==> src/rtl/pid_pkg.sv <==
`default_nettype none
// +------------------------------------------------------------------+
// | pid_pkg : shared types, register indices and saturation helper   |
// | Revision: 1.0                                                    |
// +------------------------------------------------------------------+
package pid_pkg;

  typedef enum logic [2:0] {
    S_IDLE = 3'd0,
    S_ERR  = 3'd1,
    S_P    = 3'd2,
    S_I    = 3'd3,
    S_D    = 3'd4,
    S_OUT  = 3'd5
  } state_t;

  localparam logic [1:0] REG_KP   = 2'd0;
  localparam logic [1:0] REG_KI   = 2'd1;
  localparam logic [1:0] REG_KD   = 2'd2;
  localparam logic [1:0] REG_ILIM = 2'd3;

  localparam logic [1:0] SAT_NONE = 2'b00;
  localparam logic [1:0] SAT_HI   = 2'b01;
  localparam logic [1:0] SAT_LO   = 2'b10;

  // Classifies v against the signed range of a w-bit word.
  function automatic logic [1:0] sat(input logic signed [63:0] v, input int w);
    logic signed [63:0] hi;
    logic signed [63:0] lo;
    hi = (64'sd1 <<< (w - 1)) - 64'sd1;
    lo = -hi - 64'sd1;
    if (v > hi) return SAT_HI;
    if (v < lo) return SAT_LO;
    return SAT_NONE;
  endfunction

endpackage
`default_nettype wire

==> src/rtl/pid_sat.sv <==
`default_nettype none
// +------------------------------------------------------------------+
// | pid_sat : arithmetic right shift and saturation to D_WIDTH        |
// | Revision: 1.0                                                    |
// +------------------------------------------------------------------+
module pid_sat
  import pid_pkg::*;
#(
  parameter int IN_W      = 40,
  parameter int D_WIDTH   = 18,
  parameter int FRAC_BITS = 12
) (
  input  logic signed [IN_W-1:0]    acc_i,
  output logic signed [D_WIDTH-1:0] sat_o
);

  localparam logic signed [D_WIDTH-1:0] MAX_V = {1'b0, {(D_WIDTH-1){1'b1}}};
  localparam logic signed [D_WIDTH-1:0] MIN_V = {1'b1, {(D_WIDTH-1){1'b0}}};

  logic signed [IN_W-1:0] w_sh;
  logic [1:0]             w_dir;

  assign w_sh  = acc_i >>> FRAC_BITS;
  assign w_dir = sat(64'(w_sh), D_WIDTH);

  always_comb begin
    case (w_dir)
      SAT_HI:  sat_o = MAX_V;
      SAT_LO:  sat_o = MIN_V;
      default: sat_o = w_sh[D_WIDTH-1:0];
    endcase
  end

endmodule
`default_nettype wire

==> src/rtl/pid_multi.sv <==
`default_nettype none
// +------------------------------------------------------------------+
// | pid_multi : time-multiplexed N_CH-channel PID, one shared multiply|
// | Revision: 1.0                                                    |
// +------------------------------------------------------------------+
module pid_multi
  import pid_pkg::*;
#(
  parameter int D_WIDTH   = 18,
  parameter int N_CH      = 4,
  parameter int FRAC_BITS = 12
) (
  input  logic                      clock,
  input  logic                      reset,
  input  logic                      write_enable,
  input  logic                      iterate_enable,
  input  logic [D_WIDTH-1:0]        reg_addr,
  input  logic signed [D_WIDTH-1:0] reg_data,
  input  logic [N_CH*D_WIDTH-1:0]   target,
  input  logic [N_CH*D_WIDTH-1:0]   measurement,
  output logic [N_CH*D_WIDTH-1:0]   out_clocked,
  output logic                      busy,
  output logic                      done
);

  localparam int CHW    = (N_CH > 1) ? $clog2(N_CH) : 1;
  localparam int ACC_W  = 2*D_WIDTH + 4;
  localparam int PROD_W = 2*D_WIDTH + 2;
  localparam logic [CHW-1:0]       LAST_CH  = CHW'(N_CH - 1);
  localparam logic [D_WIDTH-3:0]   NCH_ADDR = (D_WIDTH-2)'(N_CH);

  state_t                    state_q;
  logic [CHW-1:0]            ch_q;
  logic                      busy_q;
  logic                      done_q;

  logic signed [D_WIDTH-1:0] kp_q    [N_CH];
  logic signed [D_WIDTH-1:0] ki_q    [N_CH];
  logic signed [D_WIDTH-1:0] kd_q    [N_CH];
  logic signed [D_WIDTH-1:0] ilim_q  [N_CH];
  logic signed [D_WIDTH-1:0] integ_q [N_CH];
  logic signed [D_WIDTH:0]   eprev_q [N_CH];
  logic signed [D_WIDTH-1:0] out_q   [N_CH];

  logic signed [D_WIDTH-1:0] kps_q;
  logic signed [D_WIDTH-1:0] kis_q;
  logic signed [D_WIDTH-1:0] kds_q;
  logic signed [D_WIDTH:0]   e_q;
  logic signed [D_WIDTH-1:0] integn_q;
  logic signed [D_WIDTH+1:0] deriv_q;
  logic signed [ACC_W-1:0]   acc_q;

  logic signed [D_WIDTH:0]   e_d;
  logic signed [D_WIDTH-1:0] integn_d;
  logic signed [D_WIDTH+1:0] deriv_d;
  logic signed [ACC_W-1:0]   acc_d;

  logic signed [D_WIDTH-1:0] w_tgt  [N_CH];
  logic signed [D_WIDTH-1:0] w_meas [N_CH];
  logic signed [D_WIDTH-1:0] w_t;
  logic signed [D_WIDTH-1:0] w_m;
  logic signed [D_WIDTH-1:0] w_ilim;
  logic signed [D_WIDTH-1:0] w_integ;
  logic signed [D_WIDTH:0]   w_eprev;
  logic signed [D_WIDTH+1:0] w_isum;
  logic signed [D_WIDTH+1:0] w_ilim_ext;
  logic signed [D_WIDTH-1:0] w_mul_a;
  logic signed [D_WIDTH+1:0] w_mul_b;
  logic signed [PROD_W-1:0]  w_prod;
  logic signed [D_WIDTH-1:0] w_u;
  logic                      w_wr_ok;
  logic [CHW-1:0]            w_wr_ch;

  for (genvar g = 0; g < N_CH; g++) begin : g_ch
    assign w_tgt[g]  = target[g*D_WIDTH +: D_WIDTH];
    assign w_meas[g] = measurement[g*D_WIDTH +: D_WIDTH];
    assign out_clocked[g*D_WIDTH +: D_WIDTH] = out_q[g];
  end

  assign busy = busy_q;
  assign done = done_q;

  // The whole upper address field is decoded so aliases of valid channels are rejected.
  assign w_wr_ok = (reg_addr[D_WIDTH-1:2] < NCH_ADDR);
  assign w_wr_ch = reg_addr[2 +: CHW];

  always_comb begin
    w_t        = w_tgt[ch_q];
    w_m        = w_meas[ch_q];
    w_integ    = integ_q[ch_q];
    w_eprev    = eprev_q[ch_q];
    w_ilim     = ilim_q[ch_q][D_WIDTH-1] ? '0 : ilim_q[ch_q];
    e_d        = {w_t[D_WIDTH-1], w_t} - {w_m[D_WIDTH-1], w_m};
    w_isum     = {{2{w_integ[D_WIDTH-1]}}, w_integ} + {e_d[D_WIDTH], e_d};
    w_ilim_ext = {2'b00, w_ilim};
    if (w_isum > w_ilim_ext)       integn_d = w_ilim;
    else if (w_isum < -w_ilim_ext) integn_d = -w_ilim;
    else                           integn_d = w_isum[D_WIDTH-1:0];
    deriv_d    = {e_d[D_WIDTH], e_d} - {w_eprev[D_WIDTH], w_eprev};
  end

  always_comb begin
    case (state_q)
      S_P: begin
        w_mul_a = kps_q;
        w_mul_b = {e_q[D_WIDTH], e_q};
      end
      S_I: begin
        w_mul_a = kis_q;
        w_mul_b = {{2{integn_q[D_WIDTH-1]}}, integn_q};
      end
      default: begin
        w_mul_a = kds_q;
        w_mul_b = deriv_q;
      end
    endcase
    w_prod = {{(D_WIDTH+2){w_mul_a[D_WIDTH-1]}}, w_mul_a}
           * {{D_WIDTH{w_mul_b[D_WIDTH+1]}}, w_mul_b};
    acc_d  = (state_q == S_P) ? {{2{w_prod[PROD_W-1]}}, w_prod}
                              : acc_q + {{2{w_prod[PROD_W-1]}}, w_prod};
  end

  pid_sat #(
    .IN_W      (ACC_W),
    .D_WIDTH   (D_WIDTH),
    .FRAC_BITS (FRAC_BITS)
  ) u_sat (
    .acc_i (acc_q),
    .sat_o (w_u)
  );

  always_ff @(posedge clock) begin
    if (!reset) begin
      state_q  <= S_IDLE;
      ch_q     <= '0;
      busy_q   <= 1'b0;
      done_q   <= 1'b0;
      kps_q    <= '0;
      kis_q    <= '0;
      kds_q    <= '0;
      e_q      <= '0;
      integn_q <= '0;
      deriv_q  <= '0;
      acc_q    <= '0;
      for (int k = 0; k < N_CH; k++) begin
        kp_q[k]    <= '0;
        ki_q[k]    <= '0;
        kd_q[k]    <= '0;
        ilim_q[k]  <= '0;
        integ_q[k] <= '0;
        eprev_q[k] <= '0;
        out_q[k]   <= '0;
      end
    end else begin
      done_q <= 1'b0;
      case (state_q)
        S_IDLE: begin
          if (iterate_enable) begin
            state_q <= S_ERR;
            ch_q    <= '0;
            busy_q  <= 1'b1;
          end
        end
        S_ERR: begin
          kps_q    <= kp_q[ch_q];
          kis_q    <= ki_q[ch_q];
          kds_q    <= kd_q[ch_q];
          e_q      <= e_d;
          integn_q <= integn_d;
          deriv_q  <= deriv_d;
          state_q  <= S_P;
        end
        S_P: begin
          acc_q   <= acc_d;
          state_q <= S_I;
        end
        S_I: begin
          acc_q   <= acc_d;
          state_q <= S_D;
        end
        S_D: begin
          acc_q   <= acc_d;
          state_q <= S_OUT;
        end
        S_OUT: begin
          out_q[ch_q]   <= w_u;
          integ_q[ch_q] <= integn_q;
          eprev_q[ch_q] <= e_q;
          if (ch_q == LAST_CH) begin
            state_q <= S_IDLE;
            busy_q  <= 1'b0;
            done_q  <= 1'b1;
          end else begin
            ch_q    <= ch_q + CHW'(1);
            state_q <= S_ERR;
          end
        end
        default: state_q <= S_IDLE;
      endcase

      if (!write_enable && w_wr_ok) begin
        case (reg_addr[1:0])
          REG_KP:  kp_q[w_wr_ch]   <= reg_data;
          REG_KI:  ki_q[w_wr_ch]   <= reg_data;
          REG_KD:  kd_q[w_wr_ch]   <= reg_data;
          default: ilim_q[w_wr_ch] <= reg_data;
        endcase
      end
    end
  end

endmodule
`default_nettype wire
==> config.mk <==
export PLATFORM = sky130hd
export DESIGN_NAME = pid_multi
export DESIGN_NICKNAME = d
export VERILOG_FILES = /design/src/rtl/pid_pkg.sv /design/src/rtl/pid_sat.sv /design/src/rtl/pid_multi.sv
export SDC_FILE = /design/constraint.sdc
export NUM_CORES = 2
export LEC_CHECK = 0
export ABC_AREA = 0
export ABC_CLOCK_PERIOD_IN_PS = 19600
export CELL_PAD_IN_SITES_DETAIL_PLACEMENT = 1
export CELL_PAD_IN_SITES_GLOBAL_PLACEMENT = 2
export CORE_UTILIZATION = 30
export DETAILED_ROUTE_END_ITERATION = 12
export PLACE_DENSITY_LB_ADDON = 0.1
export REMOVE_ABC_BUFFERS = 1
export SETUP_SLACK_MARGIN = 0.02
export SYNTH_ARGS = -nofsm -noshare
export SYNTH_HDL_FRONTEND = slang
export SYNTH_HIERARCHICAL = 1
export SYNTH_SLANG_ARGS = --single-unit
==> constraint.sdc <==
create_clock -name clock -period 19.6 [get_ports clock]
set_input_delay 4.9 -clock clock [delete_from_list [all_inputs] [get_ports clock]]
set_output_delay 4.9 -clock clock [all_outputs]
set_load 0.05 [all_outputs]
# Yosys cells after proc, flatten, opt, wreduce, memory -nomap -nowiden
# Memory sizes are Yosys's and may differ from the RTL's. A register that Yosys moved wholly into a read port is not among the register bits.
# Cells that the tools add are included.
[totals] in_bits=184 mem_count=7 ram_bits=508 register_bits=104 out_inout_bits=74
[op_classes] eq_ne=13 magnitude_cmp=6 n_bitwise=1 n_reduce_logical=20 mul=1 add_sub_neg=7 muxes=77
[memory_table] name="eprev_q" words=4 width=19 rd=1 rd_clocked_by_memory_dff=1 wr=4 line="pid_multi.sv:42" rtl="logic signed [D_WIDTH:0] eprev_q [N_CH];"
[memory_table] name="ilim_q" words=4 width=18 rd=1 rd_clocked_by_memory_dff=1 wr=4 line="pid_multi.sv:40" rtl="logic signed [D_WIDTH-1:0] ilim_q [N_CH];"
[memory_table] name="integ_q" words=4 width=18 rd=1 rd_clocked_by_memory_dff=1 wr=4 line="pid_multi.sv:41" rtl="logic signed [D_WIDTH-1:0] integ_q [N_CH];"
[memory_table] name="kd_q" words=4 width=18 rd=1 rd_clocked_by_memory_dff=1 wr=4 line="pid_multi.sv:39" rtl="logic signed [D_WIDTH-1:0] kd_q [N_CH];"
[memory_table] name="ki_q" words=4 width=18 rd=1 rd_clocked_by_memory_dff=1 wr=4 line="pid_multi.sv:38" rtl="logic signed [D_WIDTH-1:0] ki_q [N_CH];"
[memory_table] name="kp_q" words=4 width=18 rd=1 rd_clocked_by_memory_dff=1 wr=4 line="pid_multi.sv:37" rtl="logic signed [D_WIDTH-1:0] kp_q [N_CH];"
[memory_table] name="1 more memories"
[op_table] op="18-bit two-way mux" n=12
[op_table] op="18-bit OR reduction" n=6
[op_table] op="18-bit binary-select mux with 2-bit select" n=2
[op_table] op="18-bit one-hot mux with 2 select lines" n=2
[op_table] op="40-bit adder" n=1
[op_table] op="40-bit two-way mux" n=1
[op_table] op="20-bit one-hot mux with 2 select lines" n=1
[op_table] op="18-bit by 20-bit multiplier with 38-bit output" n=1
[op_table] op="2-bit two-way mux" n=19
[op_table] op="1-bit two-way mux" n=34
[op_table] op="28-bit by 18-bit > comparator with 1-bit output, second input constant" n=1
[op_table] op="28-bit by 18-bit < comparator with 1-bit output, second input constant" n=1
[op_table] op="18-bit by 19-bit adder with 20-bit output" n=1
[op_table] op="20-bit by 18-bit > comparator with 1-bit output" n=1
[op_table] op="20-bit < comparator" n=1
[op_table] op="17-bit negation with 20-bit output" n=1
[op_table] op="19-bit by 19-bit subtractor with 20-bit output" n=1
[op_table] op="19-bit two-way mux" n=1
[op_table] op="19-bit OR reduction" n=1
[op_table] op="18-bit by 18-bit subtractor with 19-bit output" n=1
[op_table] op="17-bit negation with 18-bit output" n=1
[op_table] op="3-bit one-hot mux with 6 select lines" n=1
[op_table] op="17-bit two-way mux" n=1
[op_table] op="16-bit by 3-bit < comparator with 1-bit output, second input constant" n=1
[op_table] op="20 further kinds" n=32

# Logic depth before layout (Yosys ltp)
[depth] word_depth=9 depth_mapped=43

# Hierarchy
# Netlist, hierarchy kept.
[modules_own_cells] mod="pid_multi" seq_area_each_um2=18457.7 n_inst=1 cells_each=4516 area_per_inst_um2=47939.7
[modules_own_cells] mod="pid_sat" seq_area_each_um2=0.0 n_inst=1 cells_each=51 area_per_inst_um2=386.6

# Worst setup path after synthesis
# No wires, ideal clock.
[synth_timing] kind="input to register" from="input port target[54]" to="register integn_q[2]" arrival_ns=10.347 n_path_buf=2 path_stages=32 setup_ns=0.121 path_slack_ns=9.133 cell_sequence="mux4_2 -> inv_1 -> ha_1 -> inv_1 -> fa_1 -> a21o_1 -> a21oi_1 -> nand2b_1 -> nand2b_1 -> a21oi_1 -> xnor2_1 -> ha_1 -> o21ai_0 -> nand2b_1 -> a31oi_1 -> nor2_1 -> nor2_1 -> nor2_1 -> nor2_1 -> xnor2_1 -> ha_1 -> a21oi_1 -> a21boi_0 -> o311ai_0 -> a31o_2 -> a21oi_1 -> o21ai_2 -> clkbuf_1 -> clkbuf_1 -> nand2_1 -> o2111ai_1 -> nand2_1"
[synth_between] elab_chain_cells=8
[synth_rtl] element="from (decl)" line="pid_multi.sv:19" rtl="input logic [N_CH*D_WIDTH-1:0] target,"
[synth_rtl] element="18-bit binary-select mux with 2-bit select *" line="pid_multi.sv:88" rtl="w_t = w_tgt[ch_q];"
[synth_rtl] element="18-bit two-way mux (not written as such) * (2 in a row)" line="pid_multi.sv:88"
[synth_rtl] element="18-bit by 18-bit subtractor with 19-bit output *" line="pid_multi.sv:93" rtl="e_d = {w_t[D_WIDTH-1], w_t} - {w_m[D_WIDTH-1], w_m};"
[synth_rtl] element="net e_d[6]" line="pid_multi.sv:53" rtl="logic signed [D_WIDTH:0] e_d;"
[synth_rtl] element="18-bit by 19-bit adder with 20-bit output *" line="pid_multi.sv:94" rtl="w_isum = {{2{w_integ[D_WIDTH-1]}}, w_integ} + {e_d[D_WIDTH], e_d};"
[synth_rtl] element="20-bit < comparator" line="pid_multi.sv:97" rtl="else if (w_isum < -w_ilim_ext) integn_d = -w_ilim;"
[synth_rtl] element="18-bit two-way mux" line="pid_multi.sv:97"
[synth_rtl] element="18-bit two-way mux *" line="pid_multi.sv:96" rtl="if (w_isum > w_ilim_ext) integn_d = w_ilim;"
[synth_rtl] element="to (signal assigned)" line="pid_multi.sv:169" rtl="integn_q <= integn_d;"
[synth_rtl] element="to (decl)" line="pid_multi.sv:49" rtl="logic signed [D_WIDTH-1:0] integn_q;"
# The timed path passes the listed nets; every way through them passes the cells marked *. The select of a mux whose other input is x is not followed.
# A chain may end at the register's enable or synchronous reset.

# Final worst setup path
[layout_timing] from="register state_q[2]" to="register acc_q[36]"
[layout_between] elab_chain_cells=5
[layout_rtl] element="from (decl)" line="pid_multi.sv:32" rtl="state_t state_q;"
[layout_rtl] element="from (signal assigned)" line="pid_multi.sv:134" rtl="state_q <= S_IDLE;"
[layout_rtl] element="from (signal assigned)" line="pid_multi.sv:159" rtl="state_q <= S_ERR;"
[layout_rtl] element="from (signal assigned)" line="pid_multi.sv:171" rtl="state_q <= S_P;"
[layout_rtl] element="3-bit by 2-bit equality test with 1-bit output, on equally long branches" line="pid_multi.sv:103, pid_multi.sv:156, pid_multi.sv:119"
[layout_rtl] element="18-bit one-hot mux with 2 select lines / 20-bit one-hot mux with 2 select lines (equally long branches)" line="pid_multi.sv:103" rtl="case (state_q)"
[layout_rtl] element="18-bit by 20-bit multiplier with 38-bit output" line="pid_multi.sv:118" rtl="* {{D_WIDTH{w_mul_b[D_WIDTH+1]}}, w_mul_b};"
[layout_rtl] element="40-bit adder" line="pid_multi.sv:120" rtl=": acc_q + {{2{w_prod[PROD_W-1]}}, w_prod};"
[layout_rtl] element="40-bit two-way mux" line="pid_multi.sv:119" rtl="acc_d = (state_q == S_P) ? {{2{w_prod[PROD_W-1]}}, w_prod}"
[layout_rtl] element="to (signal assigned)" line="pid_multi.sv:144" rtl="acc_q <= '0;"
[layout_rtl] element="to (signal assigned)" line="pid_multi.sv:174" rtl="acc_q <= acc_d;"
[layout_rtl] element="to (signal assigned)" line="pid_multi.sv:178" rtl="acc_q <= acc_d;"
[layout_rtl] element="to (decl)" line="pid_multi.sv:51" rtl="logic signed [ACC_W-1:0] acc_q;"
# Several ways; a longest one is shown, not always the timed one.

==> results by group <==
Run status
  – Status: complete, no violations

Final layout
  – Share of cells above drive strength 1: 0.09230
  – Register area: about 18,000 um^2
  – Nets@finish: 5,533
  – Synthesis-to-layout area growth: 16.63%
  – Area of the multi-input gates: 27,100 um^2
  – Fillers: 17,596
  – Design area: approximately 56,000 um^2

Critical path
  – Reg-to-Reg Start: state_q[2]
  – CP Capture Type: flop
  – Startpoint types: flop
  – Worst path required time: between 20 and 25 ns
  – Reg2Reg Depth: 35
  – Crit-path slowest cell: buf_4
  – R2r setup slk: 8.38 ns
  – Worst R2R End: acc_q[36]
  – CP most frequent cell: fa_1
  – CP startpoint: state_q[2]
  – Critical path endpoint: acc_q[36]
  – Crit path kind: flop to flop
  – Crit-path max cell delay: 0.67 ns
  – CP arrival: between 10 and 15 ns
  – Critical path peak fanout: between 70 and 80

Die
  – Die Area: 162,700 um^2
  – Core Rows: ~150
  – Die W: slightly above 400 um
  – Core area: 159,100 um^2
  – Initial core utilization: 0.3037
  – Die Y: between 400 and 500 um
  – IO Pins: 258

CTS
  – Clock Tree Root: clkbuf_16
  – Clock transition at path regs: 0.06 ns
  – H-tree depth: 3
  – CTS tree: done
  – TritonCTS Buffers: 82
  – Setup Fix Bufs, Post-CTS: 0
  – Clock buffer depth: 3
  – Clk Latency, worst-skew pair: ~0.68 ns
  – # clock sinks: 668
  – CTS resizes: 0
  – # hold bufs at CTS: 0

Synth
  – Sequential fraction of the synthesis area: 0.3819
  – Ys flop type: edfxtp_1
  – Multiplexer area fraction after synthesis: 0.07866
  – Synth Area in Adders: 0.2113
  – Post-synth top cells: inv_1, edfxtp_1, nand2_1, fa_1, nor2_1
  – Area contributors post-synth: edfxtp_1, fa_1, dfxtp_1
  – Post-synth top area cell: edfxtp_1
  – Most common cell in the netlist: inv_1
  – Post-synth EDFFs: between 500 and 600
  – Post-synthesis simple-gate area fraction: 0.1571
  – Post-Synthesis Cells: around 4,600
  – Cell variety after synth: 81
  – FF+latch count, synth: 668
  – Complex-gate fraction of the synthesized area: 0.08635
  – Syn Std Cell Area: approximately 48,000 um^2
  – Async set-reset flop share out of synthesis: 0
  – Count of warnings emitted by yosys: 6
  – Xor/xnor share of the synthesized area: 0.02356
  – Syn_area_per_cell: 10.58 um^2
  – Main combinational cell family by area after synthesis: adder cells
  – Post-synth top area share: 0.3157

Timing
  – Fmax: 89.13 MHz
  – Final hold slack: 0.4551 ns
  – Post-Route Setup TNS: 0 ns
  – Worst-margin pin slew: 1.181 ns
  – Unrepaired setup endpoints after global routing: false
  – Max Slew Vio Count: 0
  – Setup Skew: roughly 0.060 ns
  – Final Hold Violating Endpoints: 0
  – Period utilization: 0.5724
  – Tmin final: 11.22 ns
  – Slew Limit Headroom: 0.2076
  – Setup slack after layout: ~8.4 ns
  – Final setup viols: 0

Drt
  – Vias: 34,815
  – Met2 wire length: 81,070 um
  – Initial drt markers: 1,775
  – Post-route ant nets: 0
  – Final WL: 172,200 um
  – DRC errors left: 0
  – DRT Pass-1 Iters: 7
  – Highest metal used: met4
  – Met3 WL: 6354 um
  – DRT met1 WL: 82,410 um
  – Via density: between 4 and 5
  – DR WL/cell: between 20 and 25 um

Power and ir drop
  – Worst vdd ir: just under 70 uV
  – Power density cells: 85.65 nW/um^2
  – Total Power: 4827 uW
  – Static Leak: 0.02293 uW

Placed design
  – Pre-CTS setup slack: 7.664 ns
  – Port buffer count: 257
  – Hpwl dp: 123,600 um
  – Placer Congestion: 0.8171
  – Placed cell areas: about 54,000 um^2

GRT
  – GRT Resource Usage Total: 0.2139
  – Global route overflow: 0
  – Initial antenna violation count: 5
  – Vias in the first global route: ~38,000
  – First-pass GRT wire length: around 260,000 um
  – Largest net degree at the start of global routing: 73

Worst hold path
  – HP Class: flop to flop

Flow run
  – Max-cap violations: 0
[sequential cells by signal, summed over array words and instances (netlist names), named ones only]
signal and flops:
eprev_q 76, ilim_q 72, integ_q 72, kd_q 72
ki_q 72, kp_q 72, out_q 72, acc_q 40
deriv_q 20, e_q 19, integn_q 18, kds_q 18
kis_q 18, kps_q 18, state_q 3, ch_q 2
busy 1, done 1
[critical path, delay by kind of cell (launching register included)]
family / cells / cell delay, ns
AO/OA/AOI/OAI: 15 / 3.54
XOR/XNOR: 1 / 0.44
adder cells (fa/ha/maj): 8 / 4.05
AND/OR/NAND/NOR: 7 / 1.52
flip-flops: 1 / 0.61
buffers and inverters: 4 / 0.90
[worst min path at each step]
stage	from	endpoint	slack, ns	depth (start not counted)
CTS	kps_q[2]	kps_q[2]	0.45	2
global route	kps_q[11]	kps_q[11]	0.47	2
finish	deriv_q[13]	deriv_q[13]	0.46	2
detailed placement	kps_q[2]	kps_q[2]	0.45	2
floorplan	deriv_q[12]	deriv_q[12]	0.42	2
global placement	kds_q[10]	kds_q[10]	0.44	2
[layout make-up]
class / instances / area share
Clock inverter: 47 / 0.01010
Timing Repair Buffer: 359 / 0.05918
Antenna cell: 2 / 0.00008880
Sequential cell: 668 / 0.3278
Multi-Input combinational cell: 3123 / 0.4809
Clock buffer: 106 / 0.03983
Inverter: 518 / 0.03454
Tap cell: 2146 / 0.04764
[logic make-up after synthesis]
logic type,after synthesis
buf+inv,776
fa+ha+maj,597
xor+xnor,130
compound gates,662
flops,668
simple gates,1536
mux,198
[metrics by stage]
step,std cells,util
floorplan,4309,-
global placement,6814,0.3365
detailed placement,6814,0.3365
CTS,6967,0.3542
global route,6967,0.3542
finish,6969,0.3542
[cell usage in the layout, fill, tap and decap left out, drive strengths merged, types with 22 or more instances in the layout]
cell | netlist | routed
inv | 518 | 520
edfxtp | 508 | 508
nand2 | 487 | 487
fa | 365 | 365
nor2 | 323 | 323
and2 | 287 | 287
clkdlybuf4s50 | 0 | 256
and3 | 247 | 247
ha | 232 | 232
a21oi | 213 | 213
o21ai | 163 | 163
dfxtp | 160 | 160
mux4 | 144 | 144
clkbuf | 222 | 106
buf | 36 | 103
xnor2 | 91 | 91
a21o | 51 | 51
mux2i | 49 | 49
o21a | 44 | 44
nor3 | 40 | 40
xor2 | 39 | 39
clkinv | 0 | 32
nand4 | 30 | 30
nand3 | 28 | 28
a31oi | 22 | 22
[power breakdown]
part	total, uW	internal, uW	switching [uW]
clock network	1600	947	654
logic	1560	539	1020
registers	1670	1600	65.5
[per-layer routing]
layer,up-vias,global-route usage
li1,16039,-
met1,18121,0.3010
met2,536,0.3546
met3,119,0.02663
met4,0,0.03776
met5,-,0
Note: power is estimated with default switching activity, not from simulation.
